--- src/rtl/imsic_pkg.sv ---
// Shared IMSIC constants: interrupt-file page geometry, seteipnum offsets, byte-swap helper.
package imsic_pkg;

    localparam int unsigned INTP_FILE_PAGE_SHIFT = 12;
    localparam logic [11:0] SETEIPNUM_LE_OFF     = 12'h000;
    localparam logic [11:0] SETEIPNUM_BE_OFF     = 12'h004;

    function automatic logic [31:0] bswap32(input logic [31:0] d);
        return {d[7:0], d[15:8], d[23:16], d[31:24]};
    endfunction

endpackage

--- src/rtl/imsic_msi_sync_fifo.sv ---
// Single-clock circular-buffer FIFO with valid/ready pop and an occupancy count.
module imsic_msi_sync_fifo #(
    parameter int unsigned WIDTH = 9,
    parameter int unsigned DEPTH = 4
) (
    input  logic                     clk,
    input  logic                     rstn,
    input  logic                     wr_en,
    input  logic [WIDTH-1:0]         wr_data,
    output logic                     rd_vld,
    output logic [WIDTH-1:0]         rd_data,
    input  logic                     rd_rdy,
    output logic [$clog2(DEPTH):0]   count
);

    localparam int unsigned PTR_W = $clog2(DEPTH);
    localparam int unsigned CNT_W = PTR_W + 1;

    logic [WIDTH-1:0] mem_q [DEPTH];
    logic [PTR_W-1:0] rd_ptr_q;
    logic [PTR_W-1:0] wr_ptr_q;
    logic [CNT_W-1:0] count_q;
    logic [CNT_W-1:0] count_d;
    logic             full;
    logic             push;
    logic             pop;

    assign full   = (32'(count_q) == DEPTH);
    assign pop    = rd_rdy && (count_q != '0);
    // A pop in the same cycle frees the slot, so push at full is accepted.
    assign push   = wr_en && (!full || pop);
    assign rd_vld = (count_q != '0);
    assign rd_data = rd_vld ? mem_q[rd_ptr_q] : '0;
    assign count  = count_q;

    always_comb begin
        count_d = count_q;
        if (push && !pop) begin
            count_d = count_q + CNT_W'(1);
        end else if (pop && !push) begin
            count_d = count_q - CNT_W'(1);
        end
    end

    always_ff @(posedge clk) begin
        if (!rstn) begin
            rd_ptr_q <= '0;
            wr_ptr_q <= '0;
            count_q  <= '0;
        end else begin
            if (push) begin
                wr_ptr_q <= wr_ptr_q + PTR_W'(1);
            end
            if (pop) begin
                rd_ptr_q <= rd_ptr_q + PTR_W'(1);
            end
            count_q <= count_d;
        end
    end

    always_ff @(posedge clk) begin
        if (rstn && push) begin
            mem_q[wr_ptr_q] <= wr_data;
        end
    end

`ifndef SYNTHESIS
    always_ff @(posedge clk) begin
        if (rstn) begin
            assert (!(wr_en && full && !pop))
            else $error("imsic_msi_sync_fifo: push into full FIFO");
        end
    end
`endif

endmodule

--- src/rtl/imsic_msi_decode_fifo.sv ---
// Decodes AXI-lite seteipnum writes into MSIs {file, id}, queues them, and throttles the slave.
module imsic_msi_decode_fifo
    import imsic_pkg::*;
#(
    parameter int unsigned  AXI_ADDR_WIDTH = 32,
    parameter int unsigned  NR_INTP_FILES  = 7,
    parameter int unsigned  NR_SRC         = 64,
    parameter int unsigned  FIFO_DEPTH     = 4,
    localparam int unsigned FILE_W         = $clog2(NR_INTP_FILES),
    localparam int unsigned SRC_W          = $clog2(NR_SRC)
) (
    input  logic                      clk,
    input  logic                      rstn,
    input  logic                      reg_wr,
    input  logic [AXI_ADDR_WIDTH-1:0] reg_waddr,
    input  logic [31:0]               reg_wdata,
    output logic                      addr_is_illegal,
    output logic                      fifo_wr,
    output logic                      msi_recv_vld,
    output logic                      msi_vld_o,
    output logic [FILE_W-1:0]         msi_file_o,
    output logic [SRC_W-1:0]          msi_id_o,
    input  logic                      msi_rdy_i
);

    localparam int unsigned CNT_W = $clog2(FIFO_DEPTH) + 1;

    logic [FILE_W-1:0]       file;
    logic [11:0]             off;
    logic                    high_nz;
    logic [31:0]             id32;

    logic                    dec_vld_q;
    logic [FILE_W-1:0]       dec_file_q;
    logic [31:0]             dec_id32_q;
    logic                    id_ok;
    logic                    push;

    logic                    hold_q;
    logic                    hold_d;
    logic [CNT_W-1:0]        fifo_count;
    logic [FILE_W+SRC_W-1:0] head;

    assign file    = reg_waddr[INTP_FILE_PAGE_SHIFT +: FILE_W];
    assign off     = reg_waddr[11:0];
    assign high_nz = (reg_waddr >> (INTP_FILE_PAGE_SHIFT + FILE_W)) != '0;

    assign addr_is_illegal = (32'(file) >= NR_INTP_FILES) || high_nz ||
                             ((off != SETEIPNUM_LE_OFF) && (off != SETEIPNUM_BE_OFF));

    assign id32 = (off == SETEIPNUM_BE_OFF) ? bswap32(reg_wdata) : reg_wdata;

    always_ff @(posedge clk) begin
        if (!rstn) begin
            dec_vld_q  <= 1'b0;
            dec_file_q <= '0;
            dec_id32_q <= '0;
        end else begin
            dec_vld_q <= reg_wr && !addr_is_illegal;
            if (reg_wr) begin
                dec_file_q <= file;
                dec_id32_q <= id32;
            end
        end
    end

    // Out-of-range identities still complete the write but never reach the queue.
    assign id_ok   = (dec_id32_q != '0) && (dec_id32_q < NR_SRC);
    assign push    = dec_vld_q && id_ok;
    assign fifo_wr = dec_vld_q;

    // hold reserves a FIFO slot from slave acceptance until the write resolves.
    assign msi_recv_vld = rstn && !dec_vld_q && !reg_wr &&
                          ((32'(fifo_count) + 32'(hold_q)) < FIFO_DEPTH);

    always_comb begin
        hold_d = hold_q;
        if (msi_recv_vld) begin
            hold_d = 1'b1;
        end
        if (fifo_wr || (reg_wr && addr_is_illegal)) begin
            hold_d = 1'b0;
        end
    end

    always_ff @(posedge clk) begin
        if (!rstn) begin
            hold_q <= 1'b0;
        end else begin
            hold_q <= hold_d;
        end
    end

    imsic_msi_sync_fifo #(
        .WIDTH (FILE_W + SRC_W),
        .DEPTH (FIFO_DEPTH)
    ) u_fifo (
        .clk     (clk),
        .rstn    (rstn),
        .wr_en   (push),
        .wr_data ({dec_file_q, dec_id32_q[SRC_W-1:0]}),
        .rd_vld  (msi_vld_o),
        .rd_data (head),
        .rd_rdy  (msi_rdy_i),
        .count   (fifo_count)
    );

    assign msi_file_o = head[SRC_W +: FILE_W];
    assign msi_id_o   = head[SRC_W-1:0];

endmodule

--- config.mk ---
export PLATFORM = sky130hd
export DESIGN_NAME = imsic_msi_decode_fifo
export DESIGN_NICKNAME = d
export VERILOG_FILES = /design/src/rtl/imsic_pkg.sv /design/src/rtl/imsic_msi_sync_fifo.sv /design/src/rtl/imsic_msi_decode_fifo.sv
export SDC_FILE = /design/constraint.sdc
export NUM_CORES = 1
export LEC_CHECK = 0
export ABC_AREA = 1
export CAP_MARGIN = 25
export CORE_MARGIN = 2
export CORE_UTILIZATION = 35
export CTS_CLUSTER_SIZE = 30
export DETAILED_ROUTE_END_ITERATION = 8
export SYNTH_ARGS = -nofsm -noshare
export SYNTH_HDL_FRONTEND = slang
export SYNTH_SLANG_ARGS = --single-unit
--- constraint.sdc ---
create_clock -name clk -period 2.4 [get_ports clk]
set_input_delay 0.36 -clock clk [delete_from_list [all_inputs] [get_ports clk]]
set_output_delay 0.36 -clock clk [all_outputs]
set_load 0.1 [all_outputs]
; Word-level counts from Yosys, hierarchy flattened
; Memory sizes are Yosys's and may differ from the RTL's. A register that Yosys moved wholly into a read port is not among the register bits.
; Cells that the tools add are included.
; Widths: inputs -> output; s select.
[classes]
n_bitwise = 1
n_lt_le_gt_ge = 3
n_reduce_logical = 29
eq_ne = 3
add_sub_neg = 5
mux = 8
[op_table]
columns = operator, count
row1 = $reduce_bool 32->1, 2
row2 = $lt 32x7->1 const B, 1
row3 = $mux 32, 1
row4 = $logic_and 1x1->1, 13
row5 = $eq 12x3->1 const B, 1
row6 = $ne 12x3->1 const B, 1
row7 = $reduce_bool 12->1, 1
row8 = $mux 9, 1
row9 = $logic_not 1->1, 6
row10 = $mux 3, 2
row11 = $add 2x1->2 const B, 2
row12 = $add 3x1->4, 1
row13 = $logic_or 1x1->1, 4
row14 = $lt 4x3->1 const B, 1
row15 = $mux 2, 2
row16 = $add 3x1->3 const B, 1
row17 = $eq 3x3->1 const B, 1
row18 = $ge 3x3->1 const B, 1
row19 = $reduce_bool 3->1, 1
row20 = $sub 3x1->3 const B, 1
row21 = $mux 1, 2
row22 = $reduce_bool 2->1, 1
row23 = $reduce_or 2->1, 1
row24 = $not 1->1, 1
[totals]
out_inout_bits = 13
mem_count = 1
inputBits = 68
ram_bits = 36
wordCells = 57
regBits = 44
[mem_list]
columns = memory, depth, word_bits, rd, rd_ports_with_merged_regs, write_ports, line_no
row1 = u_fifo.mem_q, 4, 9, 1, 1, 1, imsic_msi_sync_fifo.sv:19  ; logic [WIDTH-1:0] mem_q [DEPTH];

; Depth between registers and ports, before layout
[depth]
word_depth = 8
mapped_depth = 13
mapped_depth_nobuf = 13

; By module
; From an unflattened synthesis, not the netlist that was laid out.
[hier_totals]
cells_unflattened = 526
area_unflattened_um2 = 4047.6
[by_module_without_submodules]
columns = module, instances, cells_per_inst, seq_area_each_um2, area_each_um2
row1 = imsic_msi_decode_fifo, 1, 350, 740.7, 2118.3
row2 = imsic_msi_sync_fifo, 1, 176, 1261.2, 1929.4

; Worst setup path before layout
; OpenSTA, ideal clock, no wires.
[synth_path]
path_type = flip-flop to output port
from = register u_fifo.count_q[0] (netlist: u_fifo.count[0])
to = output port msi_file_o[0]
stages_incl_launch_ff = 5
path_slack_ps = -1081
arrival_time_ps = 3121
path_buffers = 0
t_required_ps = 2040
path_cell_list = dfxtp_1 nor2_1 nand2_1 clkinv_1 a21oi_1
[synth_via]
elab_chain_cells = 2
[synth_rtl]
columns = item, line_no
row1 = from (decl), imsic_msi_sync_fifo.sv:22  ; logic [CNT_W-1:0] count_q;
row2 = from (signal assigned), imsic_msi_sync_fifo.sv:57  ; count_q <= count_d;
row3 = $reduce_bool 3->1, imsic_msi_sync_fifo.sv:32  ; assign rd_vld = (count_q != '0);
row4 = named net msi_vld_o, imsic_msi_decode_fifo.sv:20  ; output logic msi_vld_o,
row5 = $mux 9, imsic_msi_sync_fifo.sv:33  ; assign rd_data = rd_vld ? mem_q[rd_ptr_q] : '0;
row6 = to (decl), imsic_msi_decode_fifo.sv:21  ; output logic [FILE_W-1:0] msi_file_o,
; The timed path passes the listed nets, and every way through them passes these cells.

; Worst setup path after layout
[layout_path]
from = register u_fifo.count_q[0] (netlist: u_fifo.count[0])
to = output port msi_id_o[2]
[layout_via]
elab_chain_cells = 2
[layout_rtl]
columns = item, line_no
row1 = $reduce_bool 3->1, imsic_msi_sync_fifo.sv:32
row2 = $mux 9, imsic_msi_sync_fifo.sv:33
row3 = to (decl), imsic_msi_decode_fifo.sv:22  ; output logic [SRC_W-1:0] msi_id_o,
; Every way passes these cells.

==> results.toml <==
[outcome]
outcome = "complete, no violations"

[timing]
min_period_ps = 2120
timing.fmax_ghz = 0.472
period_share = 0.882
rsz0062_at_grt = "false"
maxSlewHeadroom = 0.594
slew_violations = 0
worst_pin_slew_ps = 609
finClkSkew_ps = 7.45
hold_viol = 0
setup_viol = 0
timing.hold.ws_ps = 405

[clock_network]
clock_path_buffers = 2
htreeDepth = 3
post_cts_resize_count = 0
clock_latency_ps = 330
ctsHoldBuffers = 0
cts_tree = "done"
cts_sinks = 82
clkTransAtPathRegs_ps = 60
postCtsSetupBuffers = 0
cts_root_buf = "clkbuf_16"
cts_buffers = 9

[placement]
routabilityCongestion = 0.767
numPortBuffers = 80
hpwlAfterDp_mm = 6.66
dp_cells = 744

[worst_setup_path]
setup.worst_path.class = "reg2out"
crit_required_ps = 2040
cp_data_arrival_time_ps = 1760
end_kind = "primary output"
cp_max_fo = 9
start_kind = "flip-flop"

[power]
combPwrFrac = 0.435
p_int_uw = 2950
power_density_nw_per_um2 = 917
switching_share = 0.407
vdd_ir_drop_max_uv = 1070
p_leak_uw = 0.00234
p_switching_uw = 2030
seq_power_share = 0.324
pwr-share-clk = 0.242

[cells_and_area]
final_cells = 760
fin_nets = 686
fillers = 1110
drive_gt1_frac = 0.0972
final_util = 0.477
register_area_um2 = 2000
multiInputGateArea_um2 = 1770
areaGrowthSynthToFinish_pct = 34.2
diodes = 0

[global_routing]
antenna_found_initial = 0
grt_pass1_wl_mm = 15.8
grt_usage = 0.156
grt_pass1_vias = 3360
grt_overflow_total = 0
grt_start_max_net_pins = 63

[floorplanning]
start_util = 0.356
die_x_um = 112
ios = 81
rows = 39
core_area_um2 = 11400
die-area_um2 = 12400
fp.dieH_um = 112

[drt]
drc = 0
postRouteAntennaNets = 0
num_vias = 3533
drtIter0Drc = 181
wl_per_cell_um = 12.3
dr.pass1.iters = 4
vias_per_cell = 4.65
wl_mm = 9.31

[worst_hold_path]
min_path_type = "in2reg"

[synthesis]
yosys.area.top_type = "edfxtp_1"
synthCells = 534
synth_edf_count = 36
ys_ff_latch = 82
avgSynthCellArea_um2 = 7.58
synth_top_area_frac = 0.267
syn_nets = 608
yosysWarnings = 0
synthArstFlopShare = 0
synthesis.area_um2 = 4050
synth_flop_cell = "dfxtp_1"
ys_top_cells_by_count = "142 x nor2_1, 87 x nand2_1, 71 x nand3_1, 53 x inv_1, 46 x dfxtp_1"
ys_types = 28
ys_top_cells_by_area = "edfxtp_1 27%, dfxtp_1 23%, nor2_1 13%"
synth_most_common_cell = "nor2_1"
yosysSeqAreaShare = 0.495

[flow_run]
cap_violations = 0
## power groups by stage
stage / clock, µW / sequential [µW] / combinational [µW]
finish: 1200 / 1610 / 2160
global route: 1290 / 1620 / 2300
CTS: 1230 / 1610 / 2190
detailed placement: 0 / 1640 / 2180
global placement: 0 / 1640 / 2160
floorplan: 0 / 1620 / 1470
## final timing paths
path / startpoint / end / slack (ps) / cells after the start
worst min register to register: u_fifo.rd_ptr_q[1] / u_fifo.rd_ptr_q[1] / 460 / 2
worst max register to register: u_fifo.count[0] / u_fifo.count[2] / 310 / 12
worst min-delay path: reg_wr / hold_q / 400 / 4
worst max-delay path: u_fifo.count[0] / msi_id_o[2] / 280 / 5
## routing by layer
metal,track usage,vias up,routed length [µm]
met2,0.264,102,4370
met1,0.203,1560,4370
li1,-,1859,-
met3,0.0278,12,417
met5,0,-,0
met4,0.0519,0,150
## cell type report
class                   count  share of cell area
clock inverters             5             0.00576
inverters                  56              0.0389
well taps                 143              0.0330
flip-flops and latches     82               0.369
repair buffers             93               0.184
clock buffers              11              0.0429
multi-input cells         370               0.327
## cell families (layout without fill, tap and decap cells)
logic type	Yosys count	in the layout	share of synthesized area
flip-flops	82	82	0.495
XOR/XNOR	1	1	0.00217
AO/OA/AOI/OAI	53	53	0.0665
AND/OR/NAND/NOR	310	310	0.322
adder cells (fa/ha/maj)	6	6	0.0204
buffers and inverters	82	165	0.0940
## state kept, by name (all words and copies together) (netlist names), named ones only
name             count
dec_file_q           3
u_fifo.mem_q        36
u_fifo.count         3
hold_q               1
u_fifo.rd_ptr_q      2
dec_id32_q          32
u_fifo.wr_ptr_q      2
fifo_wr              1
## metrics by stage
| stage | power (µW) | TNS [ps] | worst slack (ps) | area, µm² |
|---|---|---|---|---|
| 5_1_grt | 5210 | 0 | 28.5 | 5430 |
| 3_3_place_gp | 3800 | 0 | 23.3 | 5160 |
| 4_1_cts | 5030 | 0 | 241 | 5430 |
| 2_1_floorplan | 3090 | 0 | 71.8 | 4160 |
| 3_5_place_dp | 3820 | -16.3 | -16.3 | 5160 |
| 6_report | 4980 | 0 | 283 | 5430 |
## cells in the final DEF, fill, tap and decap left out, types with 2 or more instances in the layout
master	count
a21oi_1	14
a21oi_4	9
buf_12	11
buf_4	15
clkbuf_1	2
clkbuf_16	9
clkdlybuf4s50_1	66
clkinv_1	2
clkinv_2	2
clkinvlp_2	2
dfxtp_1	45
edfxtp_1	36
ha_1	5
inv_1	53
nand2_1	86
nand2_2	2
nand3_1	71
nor2_1	142
nor2_2	2
o21ai_0	28
## worst max-delay path: stages (launching register included)
cell and delay [ps]:
dfxtp_1 430, nor2_1 110, nand2_2 100, clkinv_2 310, a21oi_4 280, buf_12 200
No activity file was read; power rests on OpenSTA's default activity.
